[config.mk]
export PLATFORM = sky130hd
export DESIGN_NAME = forest_sched
export DESIGN_NICKNAME = d
export VERILOG_FILES = /design/src/rtl/forest_sched.sv
export SDC_FILE = /design/constraint.sdc
export NUM_CORES = 1
export LEC_CHECK = 0
export CORE_ASPECT_RATIO = 0.5
export CORE_UTILIZATION = 42
export DETAILED_ROUTE_END_ITERATION = 16
export SETUP_SLACK_MARGIN = 0.4
export SYNTH_ARGS = -nofsm -noshare
export SYNTH_HDL_FRONTEND = slang
export SYNTH_SLANG_ARGS = --single-unit
[constraint.sdc]
create_clock -name clk -period 5 [get_ports clk]
set_input_delay 1 -clock clk [delete_from_list [all_inputs] [get_ports clk]]
set_output_delay 1 -clock clk [all_outputs]
set_load 0.1 [all_outputs]
[src/rtl/forest_sched.sv]
// forest_sched: time-shares one tree traversal engine across an ensemble and returns
// the saturating signed sum of all leaf values. Define FOREST_TIMEOUT_EN for the per-walk watchdog.
module forest_sched #(
    parameter int N_TREES        = 16,
    parameter int TIMEOUT_CYCLES = 4096
) (
    input  logic                       clk,
    input  logic                       rst_n,
    input  logic                       start,
    input  logic [$clog2(N_TREES):0]   n_trees,
    input  logic                       abort,
    output logic                       busy,
    output logic                       done,
    output logic [31:0]                result,
    output logic                       error,
    output logic                       tree_start,
    output logic [$clog2(N_TREES)-1:0] tree_sel,
    input  logic                       tree_done,
    input  logic [31:0]                tree_leaf
);
    localparam int SW = $clog2(N_TREES);
    localparam int CW = SW + 1;
    localparam logic [CW-1:0] MAX_CNT = CW'(N_TREES);

    typedef enum logic [2:0] {IDLE, LAUNCH, WAIT, ACCUM, FINISH} state_t;

    state_t             state;
    logic [CW-1:0]      cnt;
    logic signed [31:0] acc;
    logic signed [31:0] leaf;
    logic signed [32:0] sum;
    logic signed [31:0] acc_sat;
    logic               last_tree;
    logic               accept;
    logic               wd_fire;

    assign accept    = (state == IDLE) && start && !abort;
    assign last_tree = ({1'b0, tree_sel} == cnt - CW'(1));
    assign sum       = {acc[31], acc} + {leaf[31], leaf};

    // NOTE: the default assignment comes first so every path drives acc_sat and no latch is inferred.
    always_comb begin
        acc_sat = sum[31:0];
        if (sum[32] != sum[31]) begin
            acc_sat = sum[32] ? 32'sh8000_0000 : 32'sh7FFF_FFFF;
        end
    end

`ifdef FOREST_TIMEOUT_EN
    localparam int TW = $clog2(TIMEOUT_CYCLES + 1);
    logic [TW-1:0] wd_cnt;

    // Held at zero outside WAIT, so each walk starts a fresh count.
    always_ff @(posedge clk or negedge rst_n) begin
        if (!rst_n) begin
            wd_cnt <= '0;
        end else if (state != WAIT) begin
            wd_cnt <= '0;
        end else begin
            wd_cnt <= wd_cnt + 1'b1;
        end
    end

    assign wd_fire = (state == WAIT) && (wd_cnt == TW'(TIMEOUT_CYCLES - 1));

    always_ff @(posedge clk or negedge rst_n) begin
        if (!rst_n) begin
            error <= 1'b0;
        end else if (accept) begin
            error <= 1'b0;
        end else if (!abort && !tree_done && wd_fire) begin
            error <= 1'b1;
        end
    end
`else
    assign wd_fire = 1'b0;
    assign error   = 1'b0;
`endif

    // NOTE: all state updates use non-blocking assignments so every flop samples pre-edge values.
    always_ff @(posedge clk or negedge rst_n) begin
        if (!rst_n) begin
            state      <= IDLE;
            busy       <= 1'b0;
            done       <= 1'b0;
            result     <= '0;
            tree_start <= 1'b0;
            tree_sel   <= '0;
            cnt        <= '0;
            acc        <= '0;
            leaf       <= '0;
        end else begin
            done       <= 1'b0;
            tree_start <= 1'b0;
            if (abort && state != IDLE) begin
                state <= IDLE;
                busy  <= 1'b0;
            end else begin
                case (state)
                    IDLE: begin
                        if (accept) begin
                            cnt      <= (n_trees > MAX_CNT) ? MAX_CNT : n_trees;
                            acc      <= '0;
                            tree_sel <= '0;
                            busy     <= 1'b1;
                            // tree_start is registered, so it is high exactly while in LAUNCH.
                            if (n_trees != '0) begin
                                state      <= LAUNCH;
                                tree_start <= 1'b1;
                            end else begin
                                state <= FINISH;
                            end
                        end
                    end
                    LAUNCH: state <= WAIT;
                    WAIT: begin
                        if (tree_done) begin
                            leaf  <= tree_leaf;
                            state <= ACCUM;
                        end else if (wd_fire) begin
                            state <= FINISH;
                        end
                    end
                    ACCUM: begin
                        acc <= acc_sat;
                        if (last_tree) begin
                            state <= FINISH;
                        end else begin
                            tree_sel   <= tree_sel + 1'b1;
                            tree_start <= 1'b1;
                            state      <= LAUNCH;
                        end
                    end
                    FINISH: begin
                        result <= acc;
                        done   <= 1'b1;
                        busy   <= 1'b0;
                        state  <= IDLE;
                    end
                    default: state <= IDLE;
                endcase
            end
        end
    end
endmodule
==> results.yml <==
floorplanning:
  die_h_um: 88.6
  die_w_um: 175
  initial_core_util: 0.433
  rows: 31
  core_area_um2: 14500
  ioPinCount: 82
  die_footprint_um2: 15500
sta:
  report.final.setup_viol: 0
  grt_setup_unrepaired: "false"
  timing_max_transition_violations_final: 0
  fin_worst_hold_slack_ps: 506
  worst_pin_slew_ps: 1010
  timing.setup.tns_ps: 0
  maxClockFrequency_mhz: 245
  skew_ps: 12.9
  timing.max_slew.rel_slack: 0.330
  finalHoldViolCount: 0
  min_period_over_period: 0.815
  layout_min_cycle_time_ps: 4080
global_route:
  grt_usage: 0.184
  grt_first_pass_wirelength_um: 22600
  antenna_found_initial: 0
  grt_max_degree: 82
  globalRoute.totalOverflow: 0
  first_global_vias: 4511
clock_tree:
  cts_root_buf: "clkbuf_16"
  clkTransAtPathRegs_ps: 70
  count_of_cells_resized_by_post_cts_repair: 0
  clock_tree.htree_level_count: 3
  post_cts_buffers: 0
  holdBufCountCts: 0
  cts-root-to-sink-buffers: 2
  cts_tree: "built"
  cts-buffers-inserted: 9
  clock_net_sink_count: 111
  clock_insertion_delay_worst_skew_ps: 350
worst_hold_path:
  holdCritPathClass: "flip-flop to flip-flop"
  worst_hold_path.num_cells: 1
routing:
  wl_per_cell_um: 15.7
  dr.pass1.iters: 6
  drcViolationCount: 0
  drt-initial-drc-count: 216
  via_count: 4626
  postRouteWirelength_um: 13600
  route.antenna.remaining_nets: 0
  avgViaCountPerCell: 5.34
power:
  p_seq_frac: 0.354
  internal-power_uw: 2170
  share_clk_of_total_power: 0.199
  power.switching_fraction: 0.398
  leakagePower_uw: 0.00357
  part_of_the_total_power_dissipated_in_combinational_logic: 0.447
  p_per_area_nw_per_um2: 476
  p_switching_uw: 1430
  power.ir.vdd_worst_v: 0.000185
placement:
  globalplace.congestion: 0.873
  dp.final_hpwl_um: 9890
  placement.io_buffers: 80
layout:
  layout.nets: 741
  nFillCells: 1357
  layout-area-overhead-vs-synth_pct: 20.2
  drive_gt1_frac: 0.203
  antenna_cells: 0
logic_synthesis:
  synth.yosys.seq_area_share: 0.441
  syn-num-nets: 667
  synth_warnings: 0
  post_syn_area_um2: 6300
  ys_types: 64
  synth.most_common_cell: "dfrtp_1"
  synth.largest_area_cell: "dfrtp_1"
  post-synth-top-area-fraction: 0.441
  netlist_top_cells_count: "111 x dfrtp_1, 65 x mux2_2, 55 x nand2_1"
  syn_area_per_cell_um2: 10.7
  post_synth_main_area_contributors: "dfrtp_1 44%, mux2_2 12%, ha_1 6.8%"
  synthArstFlopShare: 1.00
  synth-main-ff-cell: "dfrtp_1"
  postSynthCellCount: 590
  synth_seq_cells: 111
  synth_edf_count: 0
critical_path:
  crit_type: "flip-flop to flip-flop"
  end_kind: "flip-flop"
  crit_path_start_kind: "flip-flop"
  arrival_ps: 4310
  required_ps: 5240
  rr_worst_depth: 13
  worstPathMaxFanout: 19
run:
  max_cap_viol_count: 0
run_status:
  run_status: "finished, final reports clean"
## final cells by class
| cell class | count | area [µm²] | share of cell area |
|---|---|---|---|
| well taps | 198 | 248 | 0.0327 |
| clock inverters | 4 | 53.8 | 0.00711 |
| inverters | 11 | 41.3 | 0.00545 |
| repair buffers | 88 | 871 | 0.115 |
| flip-flops and latches | 111 | 2780 | 0.367 |
| multi-input cells | 443 | 3340 | 0.442 |
| clock buffers | 12 | 236 | 0.0312 |
## power groups by stage
stage	clock (µW)	sequential, µW	combinational (µW)
after global placement	0	1290	1590
after global routing	774	1310	1790
after floorplan	0	1310	1210
after detailed placement	0	1300	1600
final	718	1280	1610
after CTS	738	1280	1610
## worst max-delay path, stage by stage, from the launching register on
cell and delay, ps:
dfrtp_1 400, ha_1 250, fa_1 460, a211oi_2 230, o21ai_2 120, o2111ai_2 220, a21boi_2 140, nand3_1 130
a32oi_1 140, a221o_1 430, or4b_1 500, nand3_2 510, buf_4 330, o21ai_2 80
## cell families after synthesis
logic type	synth area share
flip-flops	0.441
adder cells (fa/ha/maj)	0.0707
AO/OA/AOI/OAI	0.174
AND/OR/NAND/NOR	0.116
XOR/XNOR	0.0501
multiplexers	0.116
buffers and inverters	0.0308
other	0.000595
## cell usage in the layout, fill, tap and decap left out, types with 2 or more instances in the layout
master / instances
nor2_1: 51
o21ai_2: 31
nand2_1: 55
nand2b_1: 3
dfrtp_1: 111
clkbuf_16: 9
nand4_1: 3
buf_4: 8
a211oi_1: 2
and3_1: 8
xor2_1: 12
inv_1: 11
clkinvlp_4: 2
nor2b_1: 5
a21oi_1: 26
and4_1: 2
ha_1: 34
nand3b_1: 2
nand3_1: 9
nor3_1: 9
o21bai_1: 2
or2_2: 2
o211a_1: 2
clkbuf_1: 3
o21ai_0: 18
a31oi_1: 6
o21ai_1: 3
xnor2_1: 23
a211o_1: 3
o211ai_1: 4
o2111ai_2: 2
clkdlybuf4s50_1: 79
a211oi_2: 2
a221oi_1: 2
a21o_1: 17
mux2_2: 65
a31o_2: 2
o21a_1: 8
## metal layers
metal	global-route usage	part of all wire	up-vias
li1	-	-	2262
met5	0	0	-
met2	0.289	0.44	78
met4	0.0451	0.0091	0
met1	0.265	0.52	2274
met3	0.0318	0.034	12
## state kept, by name, summed over array words and instances, names as in the netlist
signal,count
tree_start,1
leaf,32
done,1
result,32
state,3
acc,32
busy,1
cnt,5
tree_sel,4
## final timing paths
kind,start,endpoint,slack [ps]
worst min-delay path,result[4]$_DFFE_PN0P_,result[4]$_DFFE_PN0P_,510
worst max register to register,acc[0]$_DFFE_PN0P_,acc[8]$_DFFE_PN0P_,920
worst min register to register,result[4]$_DFFE_PN0P_,result[4]$_DFFE_PN0P_,510
min in group asynchronous,rst_n,result[5]$_DFFE_PN0P_,830
max in group asynchronous,rst_n,leaf[16]$_DFFE_PN0P_,3170
worst max-delay path,acc[0]$_DFFE_PN0P_,acc[8]$_DFFE_PN0P_,920
## per-stage QoR
| step | total power, µW | util | area [µm²] | cells | worst slack, ps |
|---|---|---|---|---|---|
| 2_1_floorplan | 2520 | - | 6300 | 590 | 1740 |
| 3_3_place_gp | 2880 | 0.501 | 7280 | 851 | 1030 |
| 3_5_place_dp | 2890 | 0.501 | 7280 | 851 | 949 |
| 4_1_cts | 3630 | 0.521 | 7570 | 867 | 906 |
| 5_1_grt | 3870 | 0.521 | 7570 | 867 | 707 |
| 6_report | 3600 | 0.521 | 7570 | 867 | 924 |
Power figures use the tool's default switching activity.
